### config.mk
export PLATFORM = sky130hd
export DESIGN_NAME = rotary_encoder_multi_flat
export DESIGN_NICKNAME = d
export VERILOG_FILES = /design/src/rtl/rotary_encoder_multi_if.sv /design/src/rtl/pullup_input.sv /design/src/rtl/rotary_encoder_multi.sv /design/src/flat_wrapper.sv
export SDC_FILE = /design/constraint.sdc
export NUM_CORES = 1
export LEC_CHECK = 0
export ABC_CLOCK_PERIOD_IN_PS = 14600
export CORE_ASPECT_RATIO = 0.7
export CORE_MARGIN = 2
export CORE_UTILIZATION = 40
export DETAILED_ROUTE_END_ITERATION = 7
export PLACE_DENSITY = 0.61
export RECOVER_POWER = 50
export SKIP_LAST_GASP = 1
export SLEW_MARGIN = 40
export SYNTH_ARGS = -nofsm -noshare
export SYNTH_HDL_FRONTEND = slang
export SYNTH_HIERARCHICAL = 1
export SYNTH_SLANG_ARGS = --single-unit
### constraint.sdc
create_clock -name clk -period 14.6 [get_ports clk]
set_input_delay 2.92 -clock clk [delete_from_list [all_inputs] [get_ports clk]]
set_output_delay 2.92 -clock clk [all_outputs]
set_load 0.05 [all_outputs]
### src/rtl/rotary_encoder_multi_if.sv
// Pad-side and status bundle for rotary_encoder_multi: quadrature pins and clears in,
// detent/error pulses and packed signed positions out.
interface rotary_encoder_multi_if #(
   parameter int CHANNELS  = 1,
   parameter int POS_WIDTH = 16
);
   logic [CHANNELS-1:0]           in_a;
   logic [CHANNELS-1:0]           in_b;
   logic [CHANNELS-1:0]           clear;
   logic [CHANNELS-1:0]           out_cw;
   logic [CHANNELS-1:0]           out_ccw;
   logic [CHANNELS-1:0]           out_err;
   logic [CHANNELS*POS_WIDTH-1:0] position;

   modport master (
      output in_a, in_b, clear,
      input  out_cw, out_ccw, out_err, position
   );

   modport slave (
      input  in_a, in_b, clear,
      output out_cw, out_ccw, out_err, position
   );
endinterface

### src/rtl/pullup_input.sv
// Encoder pin input stage. The weak pull-up itself is a pad-ring cell; logically the
// pin is passed straight through so an unconnected encoder idles high at the pad.
module pullup_input (
   input  logic pad_i,
   output logic pin_o
);
   assign pin_o = pad_i;
endmodule

### src/rtl/rotary_encoder_multi.sv
// N-channel quadrature decoder: per-channel 2-flop synchroniser, debounce, Gray-code
// decode with illegal-transition flag, sub-step accumulation and a signed position counter.
module rotary_encoder_multi #(
   parameter int CHANNELS         = 1,
   parameter int DEBOUNCE_CYCLES  = 0,
   parameter int STEPS_PER_DETENT = 4,
   parameter int POS_WIDTH        = 16,
   parameter int WRAP             = 1,
   parameter int USE_PULLUP       = 1
) (
   input logic                   clk,
   input logic                   rst,
   rotary_encoder_multi_if.slave bus
);
   localparam int CNT_W = (DEBOUNCE_CYCLES > 0) ? $clog2(DEBOUNCE_CYCLES + 1) : 1;
   localparam logic [CNT_W-1:0]            CNT_MAX = CNT_W'(DEBOUNCE_CYCLES);
   localparam logic [CNT_W-1:0]            CNT_ONE = CNT_W'(1);
   localparam logic signed [3:0]           SUB_MAX = 4'(STEPS_PER_DETENT);
   localparam logic signed [3:0]           SUB_MIN = -SUB_MAX;
   localparam logic signed [POS_WIDTH-1:0] POS_MAX = {1'b0, {(POS_WIDTH-1){1'b1}}};
   localparam logic signed [POS_WIDTH-1:0] POS_MIN = {1'b1, {(POS_WIDTH-1){1'b0}}};
   localparam logic signed [POS_WIDTH-1:0] POS_ONE = {{(POS_WIDTH-1){1'b0}}, 1'b1};

   // Position of an {a,b} pair along the clockwise cycle 11 -> 01 -> 00 -> 10.
   function automatic logic [1:0] phase_idx(input logic [1:0] ab);
      case (ab)
         2'b11:   phase_idx = 2'd0;
         2'b01:   phase_idx = 2'd1;
         2'b00:   phase_idx = 2'd2;
         default: phase_idx = 2'd3;
      endcase
   endfunction

   logic [CHANNELS-1:0]           pin_a_s, pin_b_s;
   logic [CHANNELS-1:0]           cw_s, ccw_s, err_s;
   logic [CHANNELS*POS_WIDTH-1:0] pos_s;

   for (genvar i = 0; i < CHANNELS; i++) begin : g_ch
      if (USE_PULLUP != 0) begin : g_pu
         pullup_input u_pu_a (.pad_i(bus.in_a[i]), .pin_o(pin_a_s[i]));
         pullup_input u_pu_b (.pad_i(bus.in_b[i]), .pin_o(pin_b_s[i]));
      end else begin : g_nopu
         assign pin_a_s[i] = bus.in_a[i];
         assign pin_b_s[i] = bus.in_b[i];
      end

      logic [1:0]                  sync1_q, sync1_d, sync2_q, sync2_d;
      logic [1:0]                  deb_q, deb_d, prev_q, prev_d;
      logic [CNT_W-1:0]            cnt_q, cnt_d;
      logic signed [3:0]           sub_q, sub_d, sub_sum_s;
      logic signed [POS_WIDTH-1:0] pos_q, pos_d;
      logic                        cw_q, cw_d, ccw_q, ccw_d, err_q, err_d;
      logic [1:0]                  step_s;

      always_ff @(posedge clk) begin
         if (rst) begin
            sync1_q <= 2'b11;
            sync2_q <= 2'b11;
            deb_q   <= 2'b11;
            prev_q  <= 2'b11;
            cnt_q   <= {CNT_W{1'b0}};
            sub_q   <= 4'sd0;
            pos_q   <= {POS_WIDTH{1'b0}};
            cw_q    <= 1'b0;
            ccw_q   <= 1'b0;
            err_q   <= 1'b0;
         end else begin
            sync1_q <= sync1_d;
            sync2_q <= sync2_d;
            deb_q   <= deb_d;
            prev_q  <= prev_d;
            cnt_q   <= cnt_d;
            sub_q   <= sub_d;
            pos_q   <= pos_d;
            cw_q    <= cw_d;
            ccw_q   <= ccw_d;
            err_q   <= err_d;
         end
      end

      always_comb begin
         sync1_d   = {pin_a_s[i], pin_b_s[i]};
         sync2_d   = sync1_q;
         deb_d     = deb_q;
         cnt_d     = {CNT_W{1'b0}};
         prev_d    = deb_q;
         cw_d      = 1'b0;
         ccw_d     = 1'b0;
         err_d     = 1'b0;
         sub_sum_s = sub_q;
         sub_d     = sub_q;
         pos_d     = pos_q;

         // A pair that keeps moving still counts; whatever is present at the limit wins.
         if (sync2_q != deb_q) begin
            if (cnt_q == CNT_MAX) begin
               deb_d = sync2_q;
               cnt_d = {CNT_W{1'b0}};
            end else begin
               cnt_d = cnt_q + CNT_ONE;
            end
         end else begin
            cnt_d = {CNT_W{1'b0}};
         end

         step_s = phase_idx(deb_q) - phase_idx(prev_q);
         case (step_s)
            2'd0:    sub_sum_s = sub_q;
            2'd1:    sub_sum_s = sub_q + 4'sd1;
            2'd3:    sub_sum_s = sub_q - 4'sd1;
            default: err_d     = 1'b1;
         endcase

         if (sub_sum_s == SUB_MAX) begin
            cw_d  = 1'b1;
            sub_d = 4'sd0;
            if ((WRAP != 0) || (pos_q != POS_MAX)) begin
               pos_d = pos_q + POS_ONE;
            end else begin
               pos_d = pos_q;
            end
         end else if (sub_sum_s == SUB_MIN) begin
            ccw_d = 1'b1;
            sub_d = 4'sd0;
            if ((WRAP != 0) || (pos_q != POS_MIN)) begin
               pos_d = pos_q - POS_ONE;
            end else begin
               pos_d = pos_q;
            end
         end else begin
            sub_d = sub_sum_s;
         end

         // Clear wins over a same-cycle detent, but the detent pulse is still reported.
         if (bus.clear[i]) begin
            pos_d = {POS_WIDTH{1'b0}};
            sub_d = 4'sd0;
         end else begin
            pos_d = pos_d;
         end
      end

      assign cw_s[i]                          = cw_q;
      assign ccw_s[i]                         = ccw_q;
      assign err_s[i]                         = err_q;
      assign pos_s[i*POS_WIDTH +: POS_WIDTH]  = pos_q;
   end

   assign bus.out_cw   = cw_s;
   assign bus.out_ccw  = ccw_s;
   assign bus.out_err  = err_s;
   assign bus.position = pos_s;
endmodule

### src/flat_wrapper.sv
// flat-port wrapper written by rule: the top's interface ports become plain ports
module rotary_encoder_multi_flat 
#(
   parameter int CHANNELS         = 1,
   parameter int DEBOUNCE_CYCLES  = 0,
   parameter int STEPS_PER_DETENT = 4,
   parameter int POS_WIDTH        = 16,
   parameter int WRAP             = 1,
   parameter int USE_PULLUP       = 1
)
  (clk, rst, bus_in_a, bus_in_b, bus_clear, bus_out_cw, bus_out_ccw, bus_out_err, bus_position);
  rotary_encoder_multi_if #(.CHANNELS(CHANNELS), .POS_WIDTH(POS_WIDTH)) bus_i ();
  input logic clk;
  input logic rst;
  input wire logic [$bits(bus_i.in_a)-1:0] bus_in_a;
  input wire logic [$bits(bus_i.in_b)-1:0] bus_in_b;
  input wire logic [$bits(bus_i.clear)-1:0] bus_clear;
  output wire logic [$bits(bus_i.out_cw)-1:0] bus_out_cw;
  output wire logic [$bits(bus_i.out_ccw)-1:0] bus_out_ccw;
  output wire logic [$bits(bus_i.out_err)-1:0] bus_out_err;
  output wire logic [$bits(bus_i.position)-1:0] bus_position;
  assign bus_i.in_a = bus_in_a;
  assign bus_i.in_b = bus_in_b;
  assign bus_i.clear = bus_clear;
  assign bus_out_cw = bus_i.out_cw;
  assign bus_out_ccw = bus_i.out_ccw;
  assign bus_out_err = bus_i.out_err;
  assign bus_position = bus_i.position;
  rotary_encoder_multi #(.CHANNELS(CHANNELS), .DEBOUNCE_CYCLES(DEBOUNCE_CYCLES), .STEPS_PER_DETENT(STEPS_PER_DETENT), .POS_WIDTH(POS_WIDTH), .WRAP(WRAP), .USE_PULLUP(USE_PULLUP)) u_core (.clk(clk), .rst(rst), .bus(bus_i));
endmodule
==> results by group <==
Cells and area
  – Share of cells above drive strength 1: 0.0857
  – Core Util, Final: 0.484
  – Ant. Diodes: 0
  – Reg area: 641 sq um
  – Design Area, Final: 2320 sq um
  – Layout fillers: 488
  – Area Overhead vs Synth: 17.1%
  – Fin nets: 270
  – Area of the multi-input gates: 1230 sq um

Route
  – Routed wire length per instance: 12.9 microns
  – Routed Antenna Nets: 0
  – Drt drc: 0
  – Vias post-DR: 1561
  – Drt pass-1 iters: 4
  – Number of DRC violations after detailed-routing iteration 0: 108
  – Vias/cell: 4.97
  – DRT Wirelength: 4050 microns

CTS
  – Max clock buf depth: 2
  – Post-CTS sizing: 0
  – Clk sink count: 32
  – Inserted Clock Buffers: 5
  – Post-CTS setup buffer count: 0
  – CTS root buf: clkbuf_8
  – Clk_lat worst skew: 280 ps
  – CTS H-tree depth: 2
  – CTS Hold Bufs: 0
  – CTS tree: built
  – Worst-path clk slew: 70 ps

Synthesis
  – Synth Cell Area: 1980 sq um
  – Post-synth EDFFs: 0
  – Async S/R FF share, synth: 0
  – Top FF cell, synth: dfxtp_1
  – Post-synthesis sequential area ratio: 0.324
  – Seq cells post-synth: 32
  – Distinct cells, synth: 42
  – Syn Nets: 248
  – Synth Warn #: 6
  – Synth Area per Inst: 8.91 sq um
  – Gate Count Post-Synth: 222

Floorplan
  – DIE WIDTH: 88.1 microns
  – Top-level port count: 24
  – Row count: 21
  – Die height: 62.8 microns
  – Die area: 5530 sq um
  – Starting density of the core: 0.414
  – CORE AREA: 4780 sq um

Critical path
  – CP max-delay cell: nor2_1
  – Critical path's most frequent cell: ha_1
  – Buf/Inv on CP: 2
  – Crit end category: register
  – Crit Path Max Fanout: 18
  – Kind of critical path: register to register
  – Worst EP required: 14800 ps
  – CP arrival: 6560 ps
  – Worst setup SP type: register
  – Critical Path, Cell by Cell: inv_1 > ha_1 > inv_1 > ha_1 > xnor3_2 > nor2_1 > xor2_1 > ha_1 > and2b_2 > mux2i_1 > xor2_1 > nor2_1 > nand2_1 > ha_1 > a21o_1 > o21bai_1 > or3_4 > a2111oi_0 > xnor2_1 > nand2_1 > a21oi_1
  – Delay-heaviest family, CP: simple AND/OR/NAND/NOR gates
  – Critical Path Max Stage Delay: 990 ps

STA
  – RSZ-0062 raised after global routing: false
  – Clock Skew: 4.53 ps
  – Max Freq: 157 MHz
  – Final Cycle Share: 0.436
  – Fin. Hold Viols: 0
  – Max-slew headroom: 0.138
  – Final Critical Period: 6370 ps
  – Final Max Slew Viols: 0
  – Fin Setup TNS: 0 ps
  – Worst slew pin tran: 1290 ps
  – Setup Viol. Count Final: 0

Power
  – P_leak: 0.00102 uW
  – Max IR drop VDD: 0.0597 mV
  – Cell Pwr Density: 124 nW/um^2

Global route
  – First-pass GRT wire length: 6840 microns
  – Initial antenna violation count: 0
  – Vias in the first global route: 1434
  – Largest net degree at the start of global routing: 19
  – Global route overflow: 0
  – Global-route usage over all layers: 0.160

Min path
  – Worst hold path type: register to register

Placement
  – Placed cell area: 2220 sq um
  – Detailed-placement wirelength estimate: 2990 microns
  – GP Congestion: 0.821
  – # port buffers: 23

Run
  – Max Cap Viol: 0

Run status
  – Status: completed
-- flip-flops by register name, summed over array words and instances (netlist names) --
name                 count
u_core/bus.position     16
u_core/bus.out_ccw       1
u_core/g_ch.cnt_q        1
u_core/g_ch.sync2_q      2
u_core/g_ch.sub_q        4
u_core/bus.out_cw        1
u_core/g_ch.deb_q        2
u_core/bus.out_err       1
u_core/g_ch.sync1_q      2
u_core/g_ch.prev_q       2
-- worst register-to-register path: stages (launching register included) --
cell,delay (ps)
dfxtp_1,370
inv_1,70
ha_1,260
inv_1,40
ha_1,180
xnor3_2,440
nor2_1,60
xor2_1,150
ha_1,190
and2b_2,180
mux2i_1,170
xor2_1,160
nor2_1,990
nand2_1,760
ha_1,570
a21o_1,200
o21bai_1,200
or3_4,370
a2111oi_0,480
xnor2_1,170
nand2_1,60
a21oi_1,210
-- synthesized netlist by cell type, types with 2 or more instances --
| master | instances | area (sq um) |
|---|---|---|
| a21o_1 | 6 | 45.0 |
| inv_1 | 9 | 33.8 |
| nand2b_1 | 3 | 18.8 |
| nor3b_1 | 4 | 30.0 |
| a211o_1 | 2 | 17.5 |
| nor2b_1 | 4 | 25.0 |
| nand2_1 | 20 | 75.1 |
| a211oi_1 | 2 | 15.0 |
| o21ai_0 | 6 | 30.0 |
| nor2_2 | 2 | 12.5 |
| buf_6 | 3 | 33.8 |
| o22ai_1 | 4 | 25.0 |
| o211ai_1 | 2 | 15.0 |
| nor2_1 | 15 | 56.3 |
| mux2i_1 | 7 | 70.1 |
| nor3_1 | 8 | 40.0 |
| ha_1 | 20 | 250 |
| o21bai_1 | 3 | 22.5 |
| a21oi_1 | 18 | 90.1 |
| xnor2_1 | 11 | 96.3 |
| dfxtp_1 | 32 | 641 |
| buf_4 | 3 | 22.5 |
| xor2_1 | 7 | 61.3 |
| and3_1 | 3 | 18.8 |
| or2_2 | 8 | 50.1 |
| or3_1 | 2 | 12.5 |
| nand3_1 | 3 | 15.0 |
-- final timing paths --
path,from,end,slack (ps),cells after the start
hold / removal,u_core/g_ch[0].sync1_q[1]$_SDFF_PP1_,u_core/g_ch[0].sync2_q[1]$_SDFF_PP1_,410,1
hold reg to reg,u_core/g_ch[0].sync1_q[1]$_SDFF_PP1_,u_core/g_ch[0].sync2_q[1]$_SDFF_PP1_,410,1
setup / recovery,u_core/g_ch[0].deb_q[1]$_SDFFE_PP1P_,u_core/bus.position[13]$_SDFFE_PP0P_,8230,21
setup reg to reg,u_core/g_ch[0].deb_q[1]$_SDFFE_PP1P_,u_core/bus.position[13]$_SDFFE_PP0P_,8230,21
-- cell families (layout without fill, tap and decap cells) --
| logic type | count (synthesis) | in the layout | share of synthesized area |
|---|---|---|---|
| other cells | 1 | 1 | 0.00190 |
| buf+inv | 17 | 40 | 0.0544 |
| simple gates | 78 | 78 | 0.205 |
| xor+xnor | 19 | 19 | 0.0917 |
| flops | 32 | 32 | 0.324 |
| mux | 7 | 7 | 0.0354 |
| fa+ha+maj | 21 | 21 | 0.137 |
| compound gates | 47 | 47 | 0.151 |
-- stage by stage --
step	setup WS [ps]	std cells	hold WS, ps	total power (uW)
CTS	8730	314	410	291
global placement	8970	306	396	218
detailed placement	8820	306	397	216
global route	7630	314	432	309
finish	8230	314	406	288
floorplan	9790	222	389	196
-- routing by layer --
metal / track usage / routed length [microns] / vias up
li1: - / - / 814
met1: 0.239 / 2270 / 715
met2: 0.219 / 1580 / 27
met3: 0.0423 / 153 / 5
met4: 0.0587 / 44 / 0
met5: 0 / 0 / -
-- layout by cell type (no fill, tap or decap), types with 8 or more instances in the layout --
| cell | n |
|---|---|
| a21oi_1 | 18 |
| dlygate4sd3_1 | 10 |
| nand2_1 | 20 |
| dfxtp_1 | 32 |
| nor3_1 | 8 |
| ha_1 | 20 |
| xnor2_1 | 11 |
| clkdlybuf4s50_1 | 13 |
| inv_1 | 9 |
| nor2_1 | 16 |
-- layout make-up --
cell class | count | share of cell area
flip-flops and latches | 32 | 0.277
well taps | 69 | 0.0373
clock buffers | 6 | 0.0357
inverters | 9 | 0.0146
repair buffers | 23 | 0.0994
clock inverters | 2 | 0.00648
multi-input cells | 173 | 0.530
-- power by group --
part	leakage (uW)	internal, uW	switching, uW
clock	0.0000434	38.1	33.9
sequential	0.000261	92.1	3.62
combinational	0.000720	51.7	68.4
total	0.00102	182	106
Power figures use the tool's default switching activity.
